**src/rtl/dmem_bus_lsu_pkg.sv**
```systemverilog
`default_nettype none
// ============================================================================
//  Package     : dmem_lsu_pkg
//  Description : Shared encodings for the data-memory load/store unit.
//                Contents: access-size codes, op-field bit positions, FSM
//                state type, and helpers that derive lane count and
//                byte-offset width from the bus data width.
//  Revision    : 1.0 - initial release
// ============================================================================
package dmem_lsu_pkg;

    // Access size codes carried in op[1:0].
    localparam logic [1:0] SZ_WORD  = 2'b00;
    localparam logic [1:0] SZ_HALF  = 2'b01;
    localparam logic [1:0] SZ_DWORD = 2'b10;
    localparam logic [1:0] SZ_BYTE  = 2'b11;

    // Bit positions inside the 4-bit op field {store, sign, size[1:0]}.
    localparam int OP_STORE_BIT = 3;
    localparam int OP_SIGN_BIT  = 2;

    typedef enum logic [1:0] {
        ST_IDLE = 2'd0,
        ST_BUSY = 2'd1,
        ST_DONE = 2'd2
    } lsu_state_e;

    // Number of byte lanes on a bus of the given data width.
    function automatic int lanes_of(input int dw);
        return dw / 8;
    endfunction

    // Number of address bits that select a byte within one bus word.
    function automatic int off_bits_of(input int dw);
        return $clog2(dw / 8);
    endfunction

endpackage
`default_nettype wire

```
**src/rtl/dmem_bus_lsu_xlate.sv**
```systemverilog
`default_nettype none
// ============================================================================
//  Module      : dmem_lane_xlate
//  Description : Combinational byte-lane translator (big-endian lanes).
//                Store path: shifts LSB-justified store data into its lanes
//                and builds the byte enables. Load path: pulls the selected
//                lanes down to the LSBs and zero/sign-extends them. Also
//                reports whether the access is aligned and legal.
//  Ports       : size_i     access size code
//                sign_i     sign-extend loads when set
//                addr_lo_i  low three byte-address bits
//                wdata_i    LSB-justified store data
//                rdata_i    raw bus read data
//                legal_o    size is supported at this data width
//                aligned_o  address is naturally aligned for the size
//                byteena_o  lane enables, MSB = byte offset 0
//                wdata_o    lane-shifted store data
//                rdata_o    selected and extended load data
//  Revision    : 1.0 - initial release
// ============================================================================
module dmem_lane_xlate
    import dmem_lsu_pkg::*;
#(
    parameter int DATA_WIDTH = 32
) (
    input  logic [1:0]                      size_i,
    input  logic                            sign_i,
    input  logic [2:0]                      addr_lo_i,
    input  logic [DATA_WIDTH-1:0]           wdata_i,
    input  logic [DATA_WIDTH-1:0]           rdata_i,
    output logic                            legal_o,
    output logic                            aligned_o,
    output logic [lanes_of(DATA_WIDTH)-1:0] byteena_o,
    output logic [DATA_WIDTH-1:0]           wdata_o,
    output logic [DATA_WIDTH-1:0]           rdata_o
);

    localparam int NB = lanes_of(DATA_WIDTH);
    localparam int OW = off_bits_of(DATA_WIDTH);

    logic [3:0]            w_nbytes;
    logic [NB-1:0]         w_bemask;
    logic [DATA_WIDTH-1:0] w_dmask;
    logic [3:0]            w_lane_sh;
    logic [6:0]            w_bit_sh;
    logic [DATA_WIDTH-1:0] w_rsh;
    logic [DATA_WIDTH-1:0] w_word_ext;

    always_comb begin
        w_nbytes  = 4'd8;
        w_bemask  = '1;
        w_dmask   = '1;
        aligned_o = (addr_lo_i == 3'b000);
        case (size_i)
            SZ_BYTE: begin
                w_nbytes  = 4'd1;
                w_bemask  = NB'(1);
                w_dmask   = DATA_WIDTH'(8'hFF);
                aligned_o = 1'b1;
            end
            SZ_HALF: begin
                w_nbytes  = 4'd2;
                w_bemask  = NB'(3);
                w_dmask   = DATA_WIDTH'(16'hFFFF);
                aligned_o = ~addr_lo_i[0];
            end
            SZ_WORD: begin
                w_nbytes  = 4'd4;
                w_bemask  = NB'(15);
                w_dmask   = DATA_WIDTH'(32'hFFFF_FFFF);
                aligned_o = (addr_lo_i[1:0] == 2'b00);
            end
            default: begin
                w_nbytes  = 4'd8;
                w_bemask  = '1;
                w_dmask   = '1;
                aligned_o = (addr_lo_i == 3'b000);
            end
        endcase
    end

    assign legal_o = (size_i != SZ_DWORD) || (DATA_WIDTH == 64);

    // Byte offset k of an S-byte access lives in lanes NB-1-k down to NB-S-k,
    // so the lane shift from the LSBs is NB-S-k. For illegal or misaligned
    // accesses the value wraps, but those never reach the bus.
    assign w_lane_sh = 4'(NB) - w_nbytes - 4'(addr_lo_i[OW-1:0]);
    assign w_bit_sh  = {w_lane_sh, 3'b000};

    assign byteena_o = w_bemask << w_lane_sh;
    assign wdata_o   = (wdata_i & w_dmask) << w_bit_sh;
    assign w_rsh     = rdata_i >> w_bit_sh;

    // Word loads only need extending when the bus is wider than a word.
    if (DATA_WIDTH > 32) begin : g_word_ext
        assign w_word_ext = {{(DATA_WIDTH-32){sign_i & w_rsh[31]}}, w_rsh[31:0]};
    end else begin : g_word_plain
        assign w_word_ext = w_rsh;
    end

    always_comb begin
        rdata_o = w_rsh;
        case (size_i)
            SZ_BYTE: rdata_o = {{(DATA_WIDTH-8){sign_i & w_rsh[7]}}, w_rsh[7:0]};
            SZ_HALF: rdata_o = {{(DATA_WIDTH-16){sign_i & w_rsh[15]}}, w_rsh[15:0]};
            SZ_WORD: rdata_o = w_word_ext;
            default: rdata_o = w_rsh;
        endcase
    end

endmodule
`default_nettype wire

```
**src/rtl/dmem_bus_lsu.sv**
```systemverilog
`default_nettype none
// ============================================================================
//  Module      : dmem_bus_lsu
//  Description : Load/store unit bridging pipeline memory requests onto a
//                variable-latency req/ack data bus. Holds the pipeline while
//                a transfer is outstanding, flags misaligned/illegal requests
//                and reports bus timeouts.
//  Ports       : clk_i, reset_i       clock, synchronous active-high reset
//                en_i, req_valid_i    pipeline enable and request strobe
//                op_i                 {store, sign, size[1:0]}
//                addr_i, wdata_i      byte address, LSB-justified store data
//                stall_o              pipeline hold
//                load_valid_o         one-cycle pulse, load_result_o valid
//                load_result_o        extended load data
//                misalign_o           one-cycle pulse, request rejected
//                bus_err_o            one-cycle pulse, transfer timed out
//                mem_req_o/mem_wr_o   bus request / write flag
//                mem_addr_o           bus word address
//                mem_byteena_o        lane enables, MSB = byte offset 0
//                mem_wdata_o          lane-shifted store data
//                mem_ack_i/mem_rdata_i transfer complete / read data
//  Revision    : 1.0 - initial release
// ============================================================================
module dmem_bus_lsu
    import dmem_lsu_pkg::*;
#(
    parameter int ADDR_WIDTH     = 32,
    parameter int DATA_WIDTH     = 32,
    parameter int TIMEOUT_CYCLES = 255,
    parameter int CNT_WIDTH      = 8
) (
    input  logic                                       clk_i,
    input  logic                                       reset_i,
    input  logic                                       en_i,
    input  logic                                       req_valid_i,
    input  logic [3:0]                                 op_i,
    input  logic [ADDR_WIDTH-1:0]                      addr_i,
    input  logic [DATA_WIDTH-1:0]                      wdata_i,
    output logic                                       stall_o,
    output logic                                       load_valid_o,
    output logic [DATA_WIDTH-1:0]                      load_result_o,
    output logic                                       misalign_o,
    output logic                                       bus_err_o,
    output logic                                       mem_req_o,
    output logic                                       mem_wr_o,
    output logic [ADDR_WIDTH-off_bits_of(DATA_WIDTH)-1:0] mem_addr_o,
    output logic [lanes_of(DATA_WIDTH)-1:0]            mem_byteena_o,
    output logic [DATA_WIDTH-1:0]                      mem_wdata_o,
    input  logic                                       mem_ack_i,
    input  logic [DATA_WIDTH-1:0]                      mem_rdata_i
);

    localparam int NB = lanes_of(DATA_WIDTH);
    localparam int OW = off_bits_of(DATA_WIDTH);
    localparam int MW = ADDR_WIDTH - OW;

    lsu_state_e            state_q, state_d;
    logic [CNT_WIDTH-1:0]  cnt_q, cnt_d;
    logic                  mem_req_q, mem_req_d;
    logic                  mem_wr_q, mem_wr_d;
    logic [MW-1:0]         mem_addr_q, mem_addr_d;
    logic [NB-1:0]         mem_be_q, mem_be_d;
    logic [DATA_WIDTH-1:0] mem_wdata_q, mem_wdata_d;
    logic [2:0]            off_q, off_d;
    logic [2:0]            op_q, op_d;
    logic                  load_valid_q, load_valid_d;
    logic [DATA_WIDTH-1:0] load_result_q, load_result_d;
    logic                  misalign_q, misalign_d;
    logic                  bus_err_q, bus_err_d;

    logic                  w_idle;
    logic [1:0]            w_x_size;
    logic [2:0]            w_x_off;
    logic                  w_legal, w_aligned;
    logic [NB-1:0]         w_be;
    logic [DATA_WIDTH-1:0] w_st_data, w_ld_data;
    logic                  w_req, w_accept, w_reject, w_timeout;

    // One translator serves both directions: in IDLE it looks at the
    // incoming request (store lanes, alignment), in BUSY at the captured
    // request (load lane select and extension).
    assign w_idle   = (state_q == ST_IDLE);
    assign w_x_size = w_idle ? op_i[1:0]   : op_q[1:0];
    assign w_x_off  = w_idle ? addr_i[2:0] : off_q;

    dmem_lane_xlate #(
        .DATA_WIDTH (DATA_WIDTH)
    ) u_xlate (
        .size_i    (w_x_size),
        .sign_i    (op_q[OP_SIGN_BIT]),
        .addr_lo_i (w_x_off),
        .wdata_i   (wdata_i),
        .rdata_i   (mem_rdata_i),
        .legal_o   (w_legal),
        .aligned_o (w_aligned),
        .byteena_o (w_be),
        .wdata_o   (w_st_data),
        .rdata_o   (w_ld_data)
    );

    // Reset is folded into the request qualifier so that no output goes
    // active while reset is asserted.
    assign w_req     = req_valid_i & en_i & ~reset_i;
    assign w_accept  = w_req & w_legal & w_aligned;
    assign w_reject  = w_req & ~(w_legal & w_aligned);
    assign w_timeout = (TIMEOUT_CYCLES != 0) &&
                       (cnt_q == CNT_WIDTH'(TIMEOUT_CYCLES));

    always_comb begin
        state_d       = state_q;
        cnt_d         = cnt_q;
        mem_req_d     = mem_req_q;
        mem_wr_d      = mem_wr_q;
        mem_addr_d    = mem_addr_q;
        mem_be_d      = mem_be_q;
        mem_wdata_d   = mem_wdata_q;
        off_d         = off_q;
        op_d          = op_q;
        load_result_d = load_result_q;
        load_valid_d  = 1'b0;
        misalign_d    = 1'b0;
        bus_err_d     = 1'b0;
        stall_o       = 1'b0;

        case (state_q)
            ST_IDLE: begin
                stall_o = w_accept;
                if (w_accept) begin
                    state_d     = ST_BUSY;
                    cnt_d       = '0;
                    mem_req_d   = 1'b1;
                    mem_wr_d    = op_i[OP_STORE_BIT];
                    mem_addr_d  = addr_i[ADDR_WIDTH-1:OW];
                    mem_be_d    = w_be;
                    mem_wdata_d = w_st_data;
                    off_d       = addr_i[2:0];
                    op_d        = op_i[2:0];
                end else if (w_reject) begin
                    misalign_d = 1'b1;
                end
            end

            ST_BUSY: begin
                stall_o = 1'b1;
                // An ack in the timeout cycle still completes normally.
                if (mem_ack_i) begin
                    state_d      = ST_DONE;
                    mem_req_d    = 1'b0;
                    load_valid_d = ~mem_wr_q;
                    if (!mem_wr_q) begin
                        load_result_d = w_ld_data;
                    end
                end else if (w_timeout) begin
                    state_d       = ST_DONE;
                    mem_req_d     = 1'b0;
                    load_valid_d  = ~mem_wr_q;
                    load_result_d = '0;
                    bus_err_d     = 1'b1;
                end else begin
                    cnt_d = cnt_q + 1'b1;
                end
            end

            ST_DONE: begin
                // Pipeline is released here; the request still on the
                // inputs is the one just completed, so it is not taken.
                cnt_d   = '0;
                state_d = ST_IDLE;
            end

            default: begin
                state_d = ST_IDLE;
            end
        endcase
    end

    always_ff @(posedge clk_i) begin
        if (reset_i) begin
            state_q       <= ST_IDLE;
            cnt_q         <= '0;
            mem_req_q     <= 1'b0;
            mem_wr_q      <= 1'b0;
            mem_addr_q    <= '0;
            mem_be_q      <= '0;
            mem_wdata_q   <= '0;
            off_q         <= '0;
            op_q          <= '0;
            load_valid_q  <= 1'b0;
            load_result_q <= '0;
            misalign_q    <= 1'b0;
            bus_err_q     <= 1'b0;
        end else begin
            state_q       <= state_d;
            cnt_q         <= cnt_d;
            mem_req_q     <= mem_req_d;
            mem_wr_q      <= mem_wr_d;
            mem_addr_q    <= mem_addr_d;
            mem_be_q      <= mem_be_d;
            mem_wdata_q   <= mem_wdata_d;
            off_q         <= off_d;
            op_q          <= op_d;
            load_valid_q  <= load_valid_d;
            load_result_q <= load_result_d;
            misalign_q    <= misalign_d;
            bus_err_q     <= bus_err_d;
        end
    end

    assign load_valid_o  = load_valid_q;
    assign load_result_o = load_result_q;
    assign misalign_o    = misalign_q;
    assign bus_err_o     = bus_err_q;
    assign mem_req_o     = mem_req_q;
    assign mem_wr_o      = mem_wr_q;
    assign mem_addr_o    = mem_addr_q;
    assign mem_byteena_o = mem_be_q;
    assign mem_wdata_o   = mem_wdata_q;

endmodule
`default_nettype wire
```
**config.mk**
```make
export PLATFORM = sky130hd
export DESIGN_NAME = dmem_bus_lsu
export DESIGN_NICKNAME = d
export VERILOG_FILES = /design/src/rtl/dmem_bus_lsu_pkg.sv /design/src/rtl/dmem_bus_lsu_xlate.sv /design/src/rtl/dmem_bus_lsu.sv
export SDC_FILE = /design/constraint.sdc
export NUM_CORES = 1
export LEC_CHECK = 0
export BUFFER_PORTS_ARGS = -buffer_cell sky130_fd_sc_hd__buf_4
export CAP_MARGIN = 5
export CORE_MARGIN = 2
export CORE_UTILIZATION = 30
export DETAILED_ROUTE_END_ITERATION = 7
export PLACE_DENSITY_LB_ADDON = 0.05
export REMOVE_ABC_BUFFERS = 1
export SYNTH_ARGS = -nofsm -noshare
export SYNTH_HDL_FRONTEND = slang
export SYNTH_SLANG_ARGS = --single-unit
export TNS_END_PERCENT = 5
```
**constraint.sdc**
```tcl
create_clock -name clk_i -period 10.2 [get_ports clk_i]
set_clock_uncertainty 0.15 [all_clocks]
set_input_delay 0 -clock clk_i [delete_from_list [all_inputs] [get_ports clk_i]]
set_output_delay 0 -clock clk_i [all_outputs]
set_load 0.01 [all_outputs]
```
==> flow_summary.toml <==
[min_path]
hold_depth = 3
holdPathEnd = "mem_req_o"
hold_class = "in -> reg"
hp-start = "reset_i"

[clocking]
insertion_delay_ns = 0.41
cts-resized-gates = 0
cts_htree_levels = 4
clk_pin_slew_ns = 0.05
cts_root_buf = "clkbuf_16"
cts_buffer_depth = 2
cts_sinks = 118
cts_buffers = 17
cts_tree = "yes"

[timing]
slew_viol_final = 0
finalSetupViolations = 0
finalHoldViolCount = 0
maxSlewHeadroom_pct = 22.2
final.setup.worst_slack_ns = 4.97
fin_crit_ns = 5.23
finalCritPeriodShare_pct = 51.3
finalSetupTns_ns = 0
max_freq_ghz = 0.191
rsz0062_at_grt = "false"
worstMarginPinSlew_ns = 1.17

[synthesis]
ys_warn_count = 0
synth_top_area_share_pct = 41.8
synth_cell_type_count = 58
synth_edf_count = 0
postSynthAreaPerCell_um2 = 8.92
async_flop_share_pct = 0
ys.flop_type = "dfxtp_1"
synthTopCellsByArea = "dfxtp_1 (42%), nand2_1 (7.0%), a21oi_1 (4.9%), mux2_2 (3.6%), mux4_2 (3.2%)"
yosys_register_bits = 118
ys_seq_area_share_pct = 41.8
yosys.area.top_type = "dfxtp_1"
syn_inst = 633
synth_area_um2 = 5650

[place]
dp_hpwl_um = 12900
port-buffer-count = 208
post-place-ws_ns = 5.45
place_congestion = 0.774

[worst_setup_path]
arrival_ns = 5.38
setup.worst_path.class = "reg -> reg"
ff2ff_setup_slack_ns = 4.97
r2r-start = "state_q[1]"
critPathMaxFanout = 50
worstSetupStartpointType = "register"
crit_path_end_kind = "register"
crit_required_ns = 10.35
rr_endpoint = "load_result_o[20]"
worstRegToRegCells = 12

[floorplanning]
die_h_um = 141
initial_core_util_pct = 30.4
die_area_um2 = 19900
core_region_area_um2 = 18600
ios = 209
die_w_um = 141
num_rows = 50

[route]
first_pass_iters = 5
vias = 5775
wirelength_um = 19500
ant_nets = 0
dr.first_iter.drc_count = 294
detail_route.wl_per_cell_um = 16.5
drc = 0
viasPerCell = 4.90

[run]
max-cap-violations = 0

[power]
leakage_nw = 3.81
power_density_nw_per_um2 = 146
ir_drop_uv = 103

[grt]
grt_usage_pct = 19.2
grt_max_degree = 84
antenna_found_initial = 0
grt_pass1_wl_um = 29900
grt_pass1_vias = 5655
gr-total-overflow = 0

[final_layout]
drive_above_1_share_pct = 30.8
area_growth_pct = 61.1
layout_common_cells = "buf_4 (213), dfxtp_1 (118), dlygate4sd3_1 (118)"
diodes = 0
nets = 1041
layout_commonest_cell = "buf_4"

[status]
outcome = "finished, final reports clean"
## timing repair
item	4_1_cts	5_1_grt
hold endpoints to repair	108	0
buffers inserted	0	0
hold buffers	118	0
## cells in the mapped netlist (2+ instances only)
| master | instances |
|---|---|
| buf_6 | 6 |
| and3b_1 | 2 |
| a22o_1 | 9 |
| buf_1 | 5 |
| nor3_1 | 7 |
| nor2_1 | 17 |
| and3_1 | 2 |
| o21a_1 | 8 |
| nor2b_1 | 13 |
| nand3b_1 | 10 |
| mux2_2 | 18 |
| ha_1 | 4 |
| nor4_1 | 3 |
| nor2_2 | 2 |
| inv_1 | 23 |
| nand3_1 | 28 |
| o21ai_0 | 23 |
| a22oi_1 | 7 |
| mux2i_1 | 4 |
| xnor2_1 | 8 |
| mux4_2 | 8 |
| a31o_2 | 8 |
| dfxtp_1 | 118 |
| xor2_1 | 3 |
| o31ai_1 | 10 |
| o211ai_1 | 8 |
| buf_2 | 9 |
| a21oi_1 | 55 |
| nor3b_1 | 9 |
| nand2_1 | 105 |
| a32o_1 | 8 |
| clkbuf_1 | 31 |
| a221o_1 | 16 |
| nand2b_1 | 6 |
| a211o_1 | 9 |
| o2bb2ai_1 | 9 |
## cells by family (layout without fill, tap and decap cells)
logic type      Yosys count  after routing  share of synthesized area, %
simple gates            215            215                          19.0
compound gates          178            178                          22.3
flops                   118            118                          41.8
buf+inv                  75            386                          6.05
mux                      31             31                          7.89
xor+xnor                 11             11                          1.71
fa+ha+maj                 5              5                          1.24
## sequential cells by signal, summed over array words and instances, names as in the netlist
| signal | flops |
|---|---|
| load_result_o | 32 |
| mem_wdata_o | 32 |
| mem_addr_o | 30 |
| cnt_q | 8 |
| mem_byteena_o | 4 |
| op_q | 3 |
| off_q | 2 |
| state_q | 2 |
| bus_err_o | 1 |
| load_valid_o | 1 |
| mem_req_o | 1 |
| mem_wr_o | 1 |
| misalign_o | 1 |
## worst max-delay path by stage
stage / cells past startpoint / to / start / slack, ns
6_report: 12 / load_result_o[20] / state_q[1] / 4.97
5_1_grt: 12 / load_result_o[19] / state_q[1] / 4.71
4_1_cts: 12 / load_result_o[20] / state_q[1] / 4.92
3_5_place_dp: 11 / load_result_o[20] / state_q[1] / 5.45
3_3_place_gp: 11 / load_result_o[24] / state_q[1] / 5.60
2_1_floorplan: 11 / load_result_o[22] / state_q[1] / 5.58
## final cells by class
class / instances / area (µm²)
clock buffers: 23 / 468
flip-flops and latches: 118 / 2360
multi-input cells: 440 / 2990
repair buffers: 331 / 2780
clock inverters: 9 / 125
inverters: 23 / 86.3
fillers: 1792 / 9480
well taps: 234 / 293
## metrics by stage
stage	cells	hold slack (ns)	total power, mW	instance area, µm²	util [%]
CTS	1178	0.109	1.35	9100	49.0
finish	1178	0.128	1.33	9100	49.0
floorplan	581	-0.0809	0.602	5390	-
global route	1178	0.159	1.39	9100	49.0
detailed placement	1028	0.0861	0.691	7330	39.4
global placement	1028	0.0868	0.689	7330	39.4
## layer usage
layer,up-vias,track usage [%],part of all wire (%)
li1,2882,-,-
met2,161,31.4,48
met5,-,0,0
met3,12,5.43,5.2
met1,2720,24.5,46
met4,0,5.89,0.93
## worst max-delay path, cell delays in order (launching register included)
cell and delay (ns):
dfxtp_1 0.40, nor2_4 0.27, mux2i_2 0.85, nor2_1 0.09, ha_1 0.31, inv_1 0.04
ha_2 0.99, mux4_2 0.59, dlygate4sd3_1 0.56, inv_1 0.08, nor3b_2 0.06, o2111a_2 0.41
a221o_1 0.30
## power by group
group	switching, mW	internal, mW
Clock	0.210	0.395
Combinational	0.121	0.131
Sequential	0.00478	0.469
Total	0.336	0.995
Note: power is estimated with default switching activity, not from simulation.
